### config.mk
export PLATFORM = sky130hd
export DESIGN_NAME = traffic_light_controller
export DESIGN_NICKNAME = d
export VERILOG_FILES = /design/src/rtl/traffic_pkg.sv /design/src/rtl/tick_prescaler.sv /design/src/rtl/traffic_light_controller.sv
export SDC_FILE = /design/constraint.sdc
export NUM_CORES = 1
export LEC_CHECK = 0
export CAP_MARGIN = 20
export CORE_AREA = 5 5 70 72
export CTS_CLUSTER_SIZE = 16
export DETAILED_ROUTE_END_ITERATION = 16
export DIE_AREA = 0 0 75 77
export HOLD_SLACK_MARGIN = 0.12
export PLACE_DENSITY = 0.81
export SLEW_MARGIN = 20
export SYNTH_ARGS = -nofsm -noshare
export SYNTH_HDL_FRONTEND = slang
export SYNTH_SLANG_ARGS = --single-unit
### constraint.sdc
create_clock -name clk -period 2.6 [get_ports clk]
set_input_delay 0.52 -clock clk [delete_from_list [all_inputs] [get_ports clk]]
set_output_delay 0.52 -clock clk [all_outputs]
set_load 0.03 [all_outputs]
### src/rtl/traffic_pkg.sv
// Shared types and constants for the traffic light controller.
package traffic_pkg;

  typedef enum logic [2:0] {
    MAIN_GREEN  = 3'd0,
    MAIN_YELLOW = 3'd1,
    WALK        = 3'd2,
    SIDE_GREEN  = 3'd3,
    SIDE_YELLOW = 3'd4
  } state_t;

  // Lamp encodings, {red, yellow, green}.
  localparam logic [2:0] RED = 3'b100;
  localparam logic [2:0] YEL = 3'b010;
  localparam logic [2:0] GRN = 3'b001;

  // An N-second interval ends on the tick that completes second N-1.
  function automatic logic interval_done(input logic tick, input logic [3:0] sec,
                                         input logic [3:0] limit);
    return tick && (sec == limit - 4'd1);
  endfunction

endpackage

### src/rtl/tick_prescaler.sv
// Divides clk down to a one-cycle tick every TICK_DIV cycles.
module tick_prescaler #(
  parameter int TICK_DIV = 50000000
) (
  input  logic clk,
  input  logic reset,
  input  logic clear,
  output logic tick
);

  localparam int W = (TICK_DIV > 2) ? $clog2(TICK_DIV) : 1;
  localparam logic [W-1:0] LAST = W'(TICK_DIV - 1);

  logic [W-1:0] count;

  assign tick = (count == LAST);

  // Free-running count, restarted by reset, by a state change, or after the last cycle.
  always_ff @(posedge clk) begin
    // NOTE: sequential state uses non-blocking assignments so every register
    // samples pre-edge values regardless of statement order.
    if (!reset || clear || tick) begin
      count <= '0;
    end else begin
      count <= count + 1'b1;
    end
  end

endmodule

### src/rtl/traffic_light_controller.sv
// Moore sequencer for main/side street lights and the pedestrian walk lamp.
module traffic_light_controller
  import traffic_pkg::*;
#(
  parameter int TICK_DIV   = 50000000,
  parameter int T_MAIN_MIN = 6,
  parameter int T_SIDE     = 6,
  parameter int T_EXT      = 3,
  parameter int T_YEL      = 2,
  parameter int T_WALK     = 3
) (
  input  logic       clk,
  input  logic       reset,
  input  logic       pending_walk,
  input  logic       side_sensor,
  output logic [2:0] main_lights,
  output logic [2:0] side_lights,
  output logic       walk_lamp,
  output logic       walk_clear,
  output logic [2:0] state_dbg
);

  localparam logic [3:0] MAIN_MIN = 4'(T_MAIN_MIN);
  localparam logic [3:0] SIDE_LIM = 4'(T_SIDE);
  localparam logic [3:0] EXT_LIM  = 4'(T_EXT);
  localparam logic [3:0] YEL_LIM  = 4'(T_YEL);
  localparam logic [3:0] WALK_LIM = 4'(T_WALK);

  state_t     state, next_state;
  logic [3:0] sec;
  logic       ext_used;
  logic       ext_now;
  logic       restart;
  logic       tick;
  logic [2:0] main_d, side_d;
  logic       walk_lamp_d, walk_clear_d;

  tick_prescaler #(.TICK_DIV(TICK_DIV)) u_prescaler (
    .clk  (clk),
    .reset(reset),
    .clear(restart),
    .tick (tick)
  );

  assign state_dbg = state;

  // Next-state selection; an extension restarts the timer without leaving SIDE_GREEN.
  always_comb begin
    // NOTE: every always_comb output gets a default first so no path can infer a latch.
    next_state = state;
    ext_now    = 1'b0;
    case (state)
      MAIN_GREEN: begin
        // The minimum is met either once sec has reached it or on the tick that completes it.
        if ((sec >= MAIN_MIN || interval_done(tick, sec, MAIN_MIN)) &&
            (side_sensor || pending_walk)) begin
          next_state = MAIN_YELLOW;
        end
      end
      MAIN_YELLOW: begin
        if (interval_done(tick, sec, YEL_LIM)) begin
          next_state = pending_walk ? WALK : SIDE_GREEN;
        end
      end
      WALK: begin
        if (interval_done(tick, sec, WALK_LIM)) begin
          next_state = side_sensor ? SIDE_GREEN : MAIN_GREEN;
        end
      end
      SIDE_GREEN: begin
        if (interval_done(tick, sec, ext_used ? EXT_LIM : SIDE_LIM)) begin
          if (side_sensor && !ext_used) begin
            ext_now = 1'b1;
          end else begin
            next_state = SIDE_YELLOW;
          end
        end
      end
      SIDE_YELLOW: begin
        if (interval_done(tick, sec, YEL_LIM)) begin
          next_state = MAIN_GREEN;
        end
      end
      default: next_state = MAIN_GREEN;
    endcase
    restart = (next_state != state) || ext_now;
  end

  // Output decode from the next state so the lamps change on the same edge as the state.
  always_comb begin
    main_d       = GRN;
    side_d       = RED;
    walk_lamp_d  = 1'b0;
    walk_clear_d = 1'b0;
    case (next_state)
      MAIN_YELLOW: main_d = YEL;
      WALK: begin
        main_d       = RED;
        walk_lamp_d  = 1'b1;
        walk_clear_d = (state != WALK);
      end
      SIDE_GREEN: begin
        main_d = RED;
        side_d = GRN;
      end
      SIDE_YELLOW: begin
        main_d = RED;
        side_d = YEL;
      end
      default: ;
    endcase
  end

  // State, seconds counter, extension flag and registered outputs.
  always_ff @(posedge clk) begin
    if (!reset) begin
      state       <= MAIN_GREEN;
      sec         <= '0;
      ext_used    <= 1'b0;
      main_lights <= GRN;
      side_lights <= RED;
      walk_lamp   <= 1'b0;
      walk_clear  <= 1'b0;
    end else begin
      state       <= next_state;
      main_lights <= main_d;
      side_lights <= side_d;
      walk_lamp   <= walk_lamp_d;
      walk_clear  <= walk_clear_d;
      if (restart) begin
        sec <= '0;
      end else if (tick && sec != 4'd15) begin
        sec <= sec + 4'd1;
      end
      if (ext_now) begin
        ext_used <= 1'b1;
      end else if (next_state == MAIN_GREEN && state != MAIN_GREEN) begin
        ext_used <= 1'b0;
      end
    end
  end

endmodule

Word-level counts from Yosys, hierarchy flattened

Cells that the tools add are included.

Bitwise operators: 1
Multiplexer cells: 18
Equal/unequal tests: 16
Add/subtract/negate cells: 3
Reduce and logical (&&, ||, !) cells: 22
Magnitude comparators: 1

Operators with widths:

| kind                                                | number |
|---|---|
| adder 26 x 1 -> 26 bit, second input constant       | 1 |
| == test 26 bit, second input constant               | 1 |
| 2-to-1 mux 3 bit                                    | 7 |
| case mux 3 bit (5 select lines)                     | 1 |
| == test 3 x 2 -> 1 bit, second input constant       | 4 |
| case mux 3 bit (2 select lines)                     | 2 |
| logical AND 1 bit                                   | 8 |
| 2-to-1 mux 1 bit                                    | 7 |
| == test 3 x 1 -> 1 bit, second input constant       | 2 |
| == test 3 bit, second input constant                | 2 |
| logical NOT 3 bit                                   | 2 |
| logical OR 1 bit                                    | 5 |
| adder 4 x 1 -> 4 bit, second input constant         | 1 |
| == test 4 x 1 -> 1 bit, second input constant       | 1 |
| == test 4 x 2 -> 1 bit, second input constant       | 1 |
| == test 4 x 3 -> 1 bit, second input constant       | 1 |
| == test 4 bit                                       | 1 |
| >= comparator 4 x 3 -> 1 bit, second input constant | 1 |
| != test 4 bit, second input constant                | 1 |
| subtractor 3 x 1 -> 4 bit, second input constant    | 1 |
| != test 3 x 2 -> 1 bit, second input constant       | 1 |
| != test 3 bit                                       | 1 |
| nonzero test 3 bit                                  | 1 |
| OR reduction 3 bit                                  | 1 |
| other kinds (6)                                     | 7 |

Bits of input ports: 4
Logic and storage cells: 69
Bits in registers: 42

Logic depth before layout (Yosys ltp)

Gate-level depths: netlist of run 1.

Depth after elaboration: 10
Gate-level depth with buffers: 9
Gate-level depth less buffers: 8

By module

Synthesis of run 1 repeated with hierarchy kept, for this count alone.

Cell total of the unflattened synthesis: 256
Area, all modules: 2163.3 sq um

Modules (own cells, without submodules):

| module                   | sequential area each (sq um) | cells an instance | times used | area each (sq um) |
|---|---|---|---|---|
| tick_prescaler           | 520.5                        | 155               | 1          | 1291.2 |
| traffic_light_controller | 320.3                        | 101               | 1          | 872.1 |

Worst setup path before layout of run 1

Ideal clock, no wire load.

Path type: register to register
From: register u_prescaler.count[0]
To: register ext_used
Setup time: 0.125 ns
Data arrival time: 2.487 ns
Required time: 2.475 ns
Clock period less this slack: 2.612 ns
Setup slack: -0.012 ns
Cell stages (with the launch flop): 9
Path buffers: 1
Cells stage by stage: dfxtp_1 -> ha_1 -> nand2_1 -> or4_4 -> nor4b_4 -> a21oi_1 -> or3b_1 -> buf_2 -> o41a_1

Word-level cells in the longest chain between the ends: 9
Elaborated cells between the ends (all ways): 19

RTL lines:

| what                            | line                            | text |
|---|---|---|
| start, declared                 | tick_prescaler.sv:14            | `logic [W-1:0] count;` |
| start signal, assigned          | tick_prescaler.sv:25            | `count <= count + 1'b1;` |
| == test 26 bit *                | tick_prescaler.sv:16            | `assign tick = (count == LAST);` |
| logical AND 1 bit               | traffic_pkg.sv:20               | `return tick && (sec == limit - 4'd1);` |
| logical OR 1 bit                | traffic_light_controller.sv:55  | `if ((sec >= MAIN_MIN \|\| interval_done(tick, sec, MAIN_MIN)) &&` |
| logical AND 1 bit               | traffic_light_controller.sv:55  |  |
| 2-to-1 mux 3 bit                | traffic_light_controller.sv:55  |  |
| case mux 3 bit (5 select lines) | traffic_light_controller.sv:52  | `case (state)` |
| logical NOT 3 bit               | traffic_light_controller.sv:137 | `end else if (next_state == MAIN_GREEN && state != MAIN_GREEN) begin` |
| logical AND 1 bit               | traffic_light_controller.sv:137 |  |
| nonzero test 2 bit (no line)    | -                               |  |
| end signal, assigned            | traffic_light_controller.sv:119 | `ext_used <= 1'b0;` |
| end signal, assigned            | traffic_light_controller.sv:136 | `ext_used <= 1'b1;` |
| end signal, assigned            | traffic_light_controller.sv:138 | `ext_used <= 1'b0;` |
| end, declared                   | traffic_light_controller.sv:31  | `logic ext_used;` |

Every way passes the cells marked *; elsewhere a longest branch is shown, timed or not.
A chain may end at the register's enable or synchronous reset.

Worst setup path after layout of run 1

From: register u_prescaler.count[1]
To: register ext_used

The elaborated chain is that of the path after synthesis.

==> results of run 1 <==
stage by stage:
stage               setup WS, ns  hold WS [ns]
floorplan                0.00331         0.435
global placement           0.130         0.446
detailed placement         0.105         0.470
CTS                        0.102         0.481
global route              0.0141         0.465
finish                     0.130         0.431
layout make-up:
type / instances / area, um^2
clock buffer: 6 / 82.6
timing repair buffer: 23 / 220
inverter: 10 / 37.5
multi-input combinational: 171 / 1100
sequential: 42 / 843
clock inverter: 1 / 30.0
tap: 52 / 65.1
fill: 393 / 1850
cells by family after synthesis:
kind of cell             share of synthesized area
AO/OA/AOI/OAI                               0.0953
XOR/XNOR                                     0.109
adder cells (fa/ha/maj)                     0.0249
buffers and inverters                       0.0367
flip-flops                                   0.418
multiplexers                                0.0106
AND/OR/NAND/NOR                              0.305
cells in the final DEF, fill, tap and decap left out, drive strengths merged, types with 2 or more instances in the layout:
cell / netlist / routed
nand4: 7 / 7
and2: 2 / 2
nor4b: 3 / 3
nand2b: 3 / 3
dfxtp: 42 / 42
inv: 10 / 10
nor2b: 2 / 2
nand3: 9 / 9
nor2: 27 / 27
o21ai: 7 / 7
and3: 2 / 2
clkdlybuf4s50: 0 / 14
and4: 3 / 3
a21oi: 6 / 6
buf: 3 / 9
clkbuf: 6 / 6
nor3b: 4 / 4
or3: 2 / 2
o21a: 2 / 2
xnor2: 17 / 17
ha: 4 / 4
o211a: 2 / 2
nand2: 19 / 19
xor2: 8 / 8
nor4: 4 / 4
nor3: 19 / 19
worst reg2reg max path, cell delays in order, from the launching register on:
cell,delay [ns]
dfxtp_1,0.34
ha_2,0.20
nand2_1,0.12
or4_4,0.45
nor4b_4,0.30
a21oi_1,0.09
or3b_1,0.41
o41a_1,0.42
worst max path at each step:
stage                                          start  cells past startpoint                        end  slack (ns)
floorplan            u_prescaler.count[0]$_SDFF_PP0_                      8      ext_used$_SDFFE_PN0P_       0.003
global placement                         side_sensor                      7      ext_used$_SDFFE_PN0P_        0.13
detailed placement                       side_sensor                      7      ext_used$_SDFFE_PN0P_        0.10
CTS                  u_prescaler.count[0]$_SDFF_PP0_                      7      ext_used$_SDFFE_PN0P_        0.10
global route        u_prescaler.count[18]$_SDFF_PP0_                      8  side_lights[0]$_SDFF_PN0_        0.01
finish               u_prescaler.count[1]$_SDFF_PP0_                      7      ext_used$_SDFFE_PN0P_        0.13
registers in the layout, indices dropped and copies added, names as in the netlist:
name,cells
sec,4
walk_clear,1
ext_used,1
state_dbg,3
side_lights,3
walk_lamp,1
u_prescaler.count,26
main_lights,3
layer usage:
| layer | global-route usage | up-vias |
|---|---|---|
| li1 | - | 853 |
| met1 | 0.198 | 781 |
| met2 | 0.242 | 45 |
| met3 | 0.0458 | 11 |
| met4 | 0.0676 | 0 |
| met5 | 0 | - |
where the power goes:
group / switching, uW / total, uW / internal, uW
combinational: 15.0 / 27.4 / 12.3
clock: 218 / 525 / 307
sequential: 3.10 / 650 / 647
total: 236 / 1200 / 966
==> run summary, run 1 <==
std cell rows - 24
Tmin final - 2.47 ns
Critical Path Sink Type - flop
antenna violations before repair - 0
met1 wire length - 1.88 mm
worst path arrival time - 2.65 ns
Max Freq - 0.405 GHz
max_cap viols - 0
Finished Cell Area - 2380 um^2
most frequent cell after synthesis - dfxtp_1
number of synthesized flops with an enable pin - 0
die area - 5780 um^2
synthesized flop and latch total - 42
Clock Latency Late Sink - 0.30 ns
Die Y - 77 um
P&R area growth vs syn - 18.6%
root buffer cell - clkbuf_8
Hold Path End - u_prescaler.count[0]$_SDFF_PP0_
WL met2 - 1.96 mm
CTS clock-pin slew for the worst setup and hold paths - 0.08 ns
clock skew - 0.00547 ns
Longest Clk Path Bufs - 2
synth unique cells - 47
Yosys top cell by area - dfxtp_1
DRT Pass-1 Iters - 4
worst hold start - u_prescaler.count[0]$_SDFF_PP0_
total setup buffers inserted after CTS - 0
yosys warns - 0
Final ANT Viol Nets - 0
setup TNS - 0 ns
core area - 4230 um^2
Non-Filler Instances - 305
total track usage - 0.157
vias after detailed routing - 1,690
H-Tree Level Count - 2
Hold Path Class - flop to flop
placed insts - 298
vias per cell - 5.54
crit-path leading delay family - simple AND/OR/NAND/NOR gates
max-slew violation count - 0
largest net degree at the start of global routing - 31
top cells by area, synth - dfxtp_1, xnor2_1, nor2_1, nor3_1, nand2_1
Worst setup SP type - flop
# IOs - 15
R2R depth - 7
Seq/Total Area, Yosys - 0.418
Max stage delay on crit path - 0.45 ns
Worst Tran Pin Value - 0.383 ns
placed cell areas - 2270 um^2
Worst Path Buf+Inv - 0
ant diodes - 0
Total Nets Final - 261
setup violators final - 0
final wirelength - 4.16 mm
Synth async-reset ratio - 0
final hold vios - 0
Synth Flop Type - dfxtp_1
crit path cell chain - ha_2 -> nand2_1 -> or4_4 -> nor4b_4 -> a21oi_1 -> or3b_1 -> o41a_1
CTS tree - yes
R2R Setup Slk - 0.13 ns
Yosys top cell area share - 0.418
Initial Utilization - 0.475
Routed WL per cell - 13.6 um
vias in the first global route - 1,620
CP max-delay cell - or4_4
Die Wd - 75 um
Rel. slew slack - 0.741
max layer used - met4
# DRC - 0
Final period util - 0.950
IO buf count - 14
worst ir drop on vdd - 0.000356 V
FF-to-FF Start - u_prescaler.count[1]$_SDFF_PP0_
mapped cell area - 2010 um^2
Detail Placement HPWL - 2.95 mm
Placer Congestion - 0.803
grt ovf - 0
largest fanout on the critical path - 4
hold path depth - 1
synth cell count leaders - dfxtp_1, nor2_1, nand2_1, nor3_1, xnor2_1
first-pass GRT wire length - 7.15 mm
# clock sinks - 42
power per cell area - 505 nW/um^2
share of layout cells above drive strength 1 - 0.0949
Post-CTS Hold Buffers - 0
total power - 1200 uW
P_leak - 0.000844 uW
Avg Inst Size Synth - 8.66 um^2
Post-Synthesis Cells - 232
Setup CP Type - flop to flop
1st-iter DRT viols - 130
Mapped Nets - 240
CTS-repair resized insts - 0
status - complete, no violations
RSZ-0062 raised after global routing - false
WP data required - 2.78 ns
reg2reg end - ext_used$_SDFFE_PN0P_
final core utilization - 0.563
CTS buffer count - 5
met3 routed WL - 232 um
Note: power is estimated with default switching activity, not from simulation.
==> run 2, diff against run 1 <==
--- a/config.mk
+++ b/config.mk
@@ -10,6 +10,7 @@
 export CTS_CLUSTER_SIZE = 16
 export DETAILED_ROUTE_END_ITERATION = 16
 export DIE_AREA = 0 0 75 77
+export GPL_TIMING_DRIVEN = 0
 export HOLD_SLACK_MARGIN = 0.12
 export PLACE_DENSITY = 0.81
 export SLEW_MARGIN = 20
==> run summary, run 2 (synthesis results as in run 1) <==
1st-iter DRT viols - 85 (-35%)
max_cap viols - 0 (unchanged)
IO buf count - 14 (unchanged)
die area - 5780 um^2 (unchanged)
status - complete, no violations
setup TNS - 0 ns (unchanged)
vias per cell - 5.36 (-3.2%)
worst hold start - u_prescaler.count[23]$_SDFF_PP0_
vias in the first global route - 1,578 (-2.6%)
power per cell area - 460 nW/um^2 (-8.8%)
placed cell areas - 2220 um^2 (-2.2%)
Detail Placement HPWL - 2.82 mm (-4.4%)
core area - 4230 um^2 (unchanged)
share of layout cells above drive strength 1 - 0.153 (+0.0584)
Max Freq - 0.404 GHz (-0.29%)
antenna violations before repair - 0 (unchanged)
Rel. slew slack - 0.422 (-0.319)
# DRC - 0 (unchanged)
Routed WL per cell - 13.5 um (-1.3%)
# clock sinks - 42 (unchanged)
Critical Path Sink Type - flop
Worst Tran Pin Value - 0.859 ns (+0.476 ns)
CTS buffer count - 5 (unchanged)
setup violators final - 0 (unchanged)
Worst Path Buf+Inv - 1 (+1)
P&R area growth vs syn - 21.6%
Initial Utilization - 0.475 (unchanged)
Total Nets Final - 268 (+2.7%)
Hold Path End - u_prescaler.count[23]$_SDFF_PP0_
Die Wd - 75 um (unchanged)
CTS clock-pin slew for the worst setup and hold paths - 0.08 ns (about the same)
Die Y - 77 um (unchanged)
R2R depth - 8 (+1)
worst path arrival time - 2.67 ns (+0.02 ns)
most frequent cells in the layout - dfxtp_1, nor2_1, nor3_1
first-pass GRT wire length - 6.96 mm (-2.7%)
Post-CTS Hold Buffers - 0 (unchanged)
Setup CP Type - flop to flop
commonest non-fill, non-tap cell in the layout - dfxtp_1
final wirelength - 4.21 mm (+1.3%)
top flop regs - u_prescaler.count x26, sec x4
Hold Path Class - flop to flop
crit path cell chain - ha_4 -> nand2_4 -> or4_4 -> nor4b_4 -> a21oi_1 -> or3b_1 -> buf_6 -> o41a_1
Worst setup SP type - flop
Clock Latency Late Sink - 0.30 ns (about the same)
Longest Clk Path Bufs - 2 (unchanged)
std cell rows - 24 (unchanged)
root buffer cell - clkbuf_8
clock skew - 0.00540 ns (-0.0000678 ns)
Placer Congestion - 0.907 (+13%)
# fillers - 390 (-0.76%)
Final ANT Viol Nets - 0 (unchanged)
FF-to-FF Start - u_prescaler.count[0]$_SDFF_PP0_
crit-path leading delay family - simple AND/OR/NAND/NOR gates
area of the multi-input gates - 1140 um^2 (+3.6%)
DRT Pass-1 Iters - 4 (unchanged)
WP data required - 2.79 ns (about the same)
ant diodes - 0 (unchanged)
final hold vios - 0 (unchanged)
hold path depth - 2 (+1)
largest fanout on the critical path - 7 (+3)
CP max-delay cell - or4_4
RSZ-0062 raised after global routing - false
Final period util - 0.953 (+0.00276)
H-Tree Level Count - 2 (unchanged)
vias after detailed routing - 1,679 (-0.65%)
CP Depth - 8 (+1)
total track usage - 0.154 (-0.00208)
max-slew violation count - 0 (unchanged)
P_leak - 0.000895 uW (+6.0%)
reg2reg end - ext_used$_SDFFE_PN0P_
number of flip-flops in the largest register - 26 (unchanged)
Seq. cell area - 865 um^2 (+2.5%)
Finished Cell Area - 2440 um^2 (+2.6%)
total power - 1120 uW (-6.5%)
Top reg by flops - u_prescaler.count
grt ovf - 0 (unchanged)
R2R Setup Slk - 0.12 ns (about the same)
Tmin final - 2.48 ns (+0.00717 ns)
CTS tree - yes
final core utilization - 0.577 (+0.0145)
largest net degree at the start of global routing - 14 (-55%)
Max stage delay on crit path - 0.54 ns (+0.09 ns)
worst ir drop on vdd - 0.000365 V (+2.4%)
# IOs - 15 (unchanged)
[run 2: cell types whose count changed in the layout (fill, tap and decap cells not counted), moves of 2 or more]
cell,delta
dfxtp_1,-11
dfxtp_4,+3
dfxtp_2,+8
clkbuf_1,+4
clkbuf_2,+2
[run 2: power breakdown]
group          switching (uW)  total, uW  internal, uW  leakage (uW)
sequential               4.85        649           644      0.000346
combinational            17.1       31.8          14.7      0.000502
clock                     230        444           213     0.0000472
total                     252       1120           873      0.000895
[run 2: final cells by class]
cell class	count	area share
buffer	9	0.0184
clock buffer	6	0.0338
clock inverter	2	0.00512
inverter	10	0.0154
multi-input combinational	171	0.468
sequential	42	0.354
tap	52	0.0266
timing repair buffer	21	0.0789
[run 2: repair_timing]
| item | in CTS | in global routing |
|---|---|---|
| hold endpoints to repair | 0 | 0 |
| pin swaps | 2 | 11 |
| resized for setup | 2 | 27 |
| buffers inserted | 2 | 5 |
| endpoints found under the setup margin | 40 | 29 |
[run 2: routing by layer]
metal | up-vias | wire length [um] | track usage
li1 | 873 | - | -
met1 | 766 | 1870 | 0.186
met2 | 32 | 2040 | 0.249
met3 | 8 | 226 | 0.0523
met4 | 0 | 76 | 0.0587
met5 | - | 0 | 0
[run 2: worst max-delay path by stage]
stage                                          startpoint               endpoint  slack (ns)
after detailed placement  u_prescaler.count[0]$_SDFF_PP0_  ext_used$_SDFFE_PN0P_       -0.34
final                     u_prescaler.count[0]$_SDFF_PP0_  ext_used$_SDFFE_PN0P_        0.12
after CTS                 u_prescaler.count[3]$_SDFF_PP0_  ext_used$_SDFFE_PN0P_     0.00005
after floorplan           u_prescaler.count[0]$_SDFF_PP0_  ext_used$_SDFFE_PN0P_       0.003
after global placement    u_prescaler.count[0]$_SDFF_PP0_  ext_used$_SDFFE_PN0P_       -0.28
after global routing      u_prescaler.count[0]$_SDFF_PP0_    sec[2]$_SDFFE_PP0P_       0.004
[run 2: tightest hold or removal path, cell delays in order, from the launching register on]
cell	delay (ns)
dfxtp_2	0.35
xnor2_1	0.11
nor3_1	0.04
[run 2: metrics by stage]
stage	instances	setup WS [ns]	hold WS [ns]
CTS	308	0.0000502	0.465
floorplan	232	0.00331	0.435
detailed placement	298	-0.338	0.454
finish	313	0.123	0.536
global route	313	0.00382	0.562
global placement	298	-0.284	0.444
==> run 3, diff against run 2 <==
--- a/config.mk
+++ b/config.mk
@@ -13,6 +13,7 @@
 export GPL_TIMING_DRIVEN = 0
 export HOLD_SLACK_MARGIN = 0.12
 export PLACE_DENSITY = 0.81
+export RECOVER_POWER = 50
 export SLEW_MARGIN = 20
 export SYNTH_ARGS = -nofsm -noshare
 export SYNTH_HDL_FRONTEND = slang
==> run summary, run 3 (synthesis results as in run 1) <==
status - complete, no violations
largest net degree at the start of global routing - 14 (unchanged)
# IOs - 15 (unchanged)
most frequent cells in the layout - dfxtp_1, nor2_1, nor3_1
total track usage - 0.154 (unchanged)
CTS clock-pin slew for the worst setup and hold paths - 0.08 ns (about the same)
Clock Latency Late Sink - 0.30 ns (about the same)
top flop regs - u_prescaler.count x26, sec x4
placed insts - 298 (unchanged)
CTS tree - yes
Rel. slew slack - 0.420 (-0.00187)
Hold Path Class - flop to flop
Non-Filler Instances - 313 (unchanged)
H-Tree Level Count - 2 (unchanged)
Worst setup SP type - flop
vias after detailed routing - 1,685 (+0.36%)
setup ws final - 0.118 ns (-0.00519 ns)
antenna violations before repair - 0 (unchanged)
Max stage delay on crit path - 0.54 ns (about the same)
R2R Setup Slk - 0.12 ns (about the same)
first-pass GRT wire length - 6.96 mm (unchanged)
power per cell area - 460 nW/um^2 (about the same)
Die Wd - 75 um (unchanged)
CP Depth - 8 (unchanged)
CP max-delay cell - or4_4
Max Freq - 0.403 GHz (-0.21%)
reg2reg end - ext_used$_SDFFE_PN0P_
FF-to-FF Start - u_prescaler.count[0]$_SDFF_PP0_
core area - 4230 um^2 (unchanged)
max-slew violation count - 0 (unchanged)
CP startpoint - u_prescaler.count[0]$_SDFF_PP0_
worst ir drop on vdd - 0.000365 V (about the same)
number of flip-flops in the largest register - 26 (unchanged)
Critical Path Sink Type - flop
Initial Utilization - 0.475 (unchanged)
Final ANT Viol Nets - 0 (unchanged)
IO buf count - 14 (unchanged)
Placer Congestion - 0.907 (unchanged)
P&R area growth vs syn - 21.6% (unchanged)
std cell rows - 24 (unchanged)
# DRC - 0 (unchanged)
P_leak - 0.000921 uW (+2.9%)
Worst Setup EP - ext_used$_SDFFE_PN0P_
clock skew - 0.00541 ns (+0.00000650 ns)
Worst Tran Pin Value - 0.862 ns (+0.00278 ns)
# clock sinks - 42 (unchanged)
root buffer cell - clkbuf_8
Top reg by flops - u_prescaler.count
grt ovf - 0 (unchanged)
1st-iter DRT viols - 79 (-7.1%)
crit path cell chain - ha_4 -> nand2_4 -> or4_4 -> nor4b_4 -> a21oi_1 -> or3b_1 -> buf_6 -> o41a_1
die area - 5780 um^2 (unchanged)
share of layout cells above drive strength 1 - 0.153 (unchanged)
total power - 1120 uW (about the same)
Final period util - 0.955 (+0.00200)
commonest non-fill, non-tap cell in the layout - dfxtp_1
setup violators final - 0 (unchanged)
Detail Placement HPWL - 2.82 mm (unchanged)
RSZ-0062 raised after global routing - false
Longest Clk Path Bufs - 2 (unchanged)
Die Y - 77 um (unchanged)
largest fanout on the critical path - 7 (unchanged)
DRT Pass-1 Iters - 4 (unchanged)
crit-path leading delay family - simple AND/OR/NAND/NOR gates
ant diodes - 0 (unchanged)
vias in the first global route - 1,578 (unchanged)
max_cap viols - 0 (unchanged)
Setup CP Type - flop to flop
Place WS - -0.338 ns (unchanged)
WP data required - 2.79 ns (about the same)
final wirelength - 4.22 mm (+0.28%)
final hold vios - 0 (unchanged)
Worst Path Buf+Inv - 1 (unchanged)
worst path arrival time - 2.67 ns (about the same)
CTS buffer count - 5 (unchanged)
Routed WL per cell - 13.5 um (+0.28%)
Tmin final - 2.48 ns (+0.00519 ns)
vias per cell - 5.38 (+0.36%)
Total Nets Final - 268 (unchanged)
setup TNS - 0 ns (unchanged)
R2R depth - 8 (unchanged)
[run 3: cell count changes in the layout (fill, tap and decap cells not counted), sizes merged]
cell           change
dlygate4sd3       +11
clkbuf             +1
clkdlybuf4s50     -11
buf                -1
[run 3: final cells by class]
type / instances / area, um^2
Buffer: 9 / 45.0
Clock buffer: 6 / 82.6
Clock inverter: 2 / 12.5
Fill cell: 390 / 1790
Inverter: 10 / 37.5
Multi-Input combinational cell: 171 / 1140
Sequential cell: 42 / 865
Tap cell: 52 / 65.1
Timing Repair Buffer: 21 / 193
[run 3: worst min path at each step]
stage	start	endpoint	slack (ns)	cells after the start
after detailed placement	u_prescaler.count[0]$_SDFF_PP0_	u_prescaler.count[0]$_SDFF_PP0_	0.45	1
final	u_prescaler.count[23]$_SDFF_PP0_	u_prescaler.count[23]$_SDFF_PP0_	0.54	2
after global placement	u_prescaler.count[0]$_SDFF_PP0_	u_prescaler.count[0]$_SDFF_PP0_	0.44	1
after floorplan	u_prescaler.count[0]$_SDFF_PP0_	u_prescaler.count[0]$_SDFF_PP0_	0.43	1
after global routing	u_prescaler.count[0]$_SDFF_PP0_	u_prescaler.count[0]$_SDFF_PP0_	0.56	2
after CTS	u_prescaler.count[0]$_SDFF_PP0_	u_prescaler.count[0]$_SDFF_PP0_	0.47	1
[run 3: what timing repair did]
| action | 4_1_cts | 5_1_grt |
|---|---|---|
| gates resized for setup | 2 | 27 |
| setup buffers | 2 | 5 |
| hold buffers | 0 | 0 |
| setup endpoints to repair | 40 | 29 |
| pin swaps | 2 | 11 |
[run 3: metal layers]
layer / global-route usage / vias up / wire, um
met4: 0.0587 / 0 / 76
met5: 0 / - / 0
met2: 0.249 / 34 / 2030
met1: 0.186 / 771 / 1890
met3: 0.0523 / 8 / 224
li1: - / 872 / -
[run 3: tightest hold or removal path, stage by stage (launching register included)]
cell	delay (ns)
dfxtp_2	0.35
xnor2_1	0.11
nor3_1	0.04
[run 3: through the flow]
| step | cell area (um^2) | util | hold WS (ns) |
|---|---|---|---|
| after detailed placement | 2220 | 0.524 | 0.454 |
| after global placement | 2220 | 0.524 | 0.444 |
| after global routing | 2440 | 0.577 | 0.562 |
| after floorplan | 2010 | - | 0.435 |
| final | 2440 | 0.577 | 0.536 |
| after CTS | 2340 | 0.553 | 0.465 |
[run 3: report_power, final]
group	switching (uW)	internal [uW]
sequential	4.85	644
combinational	17.2	14.7
clock	230	213
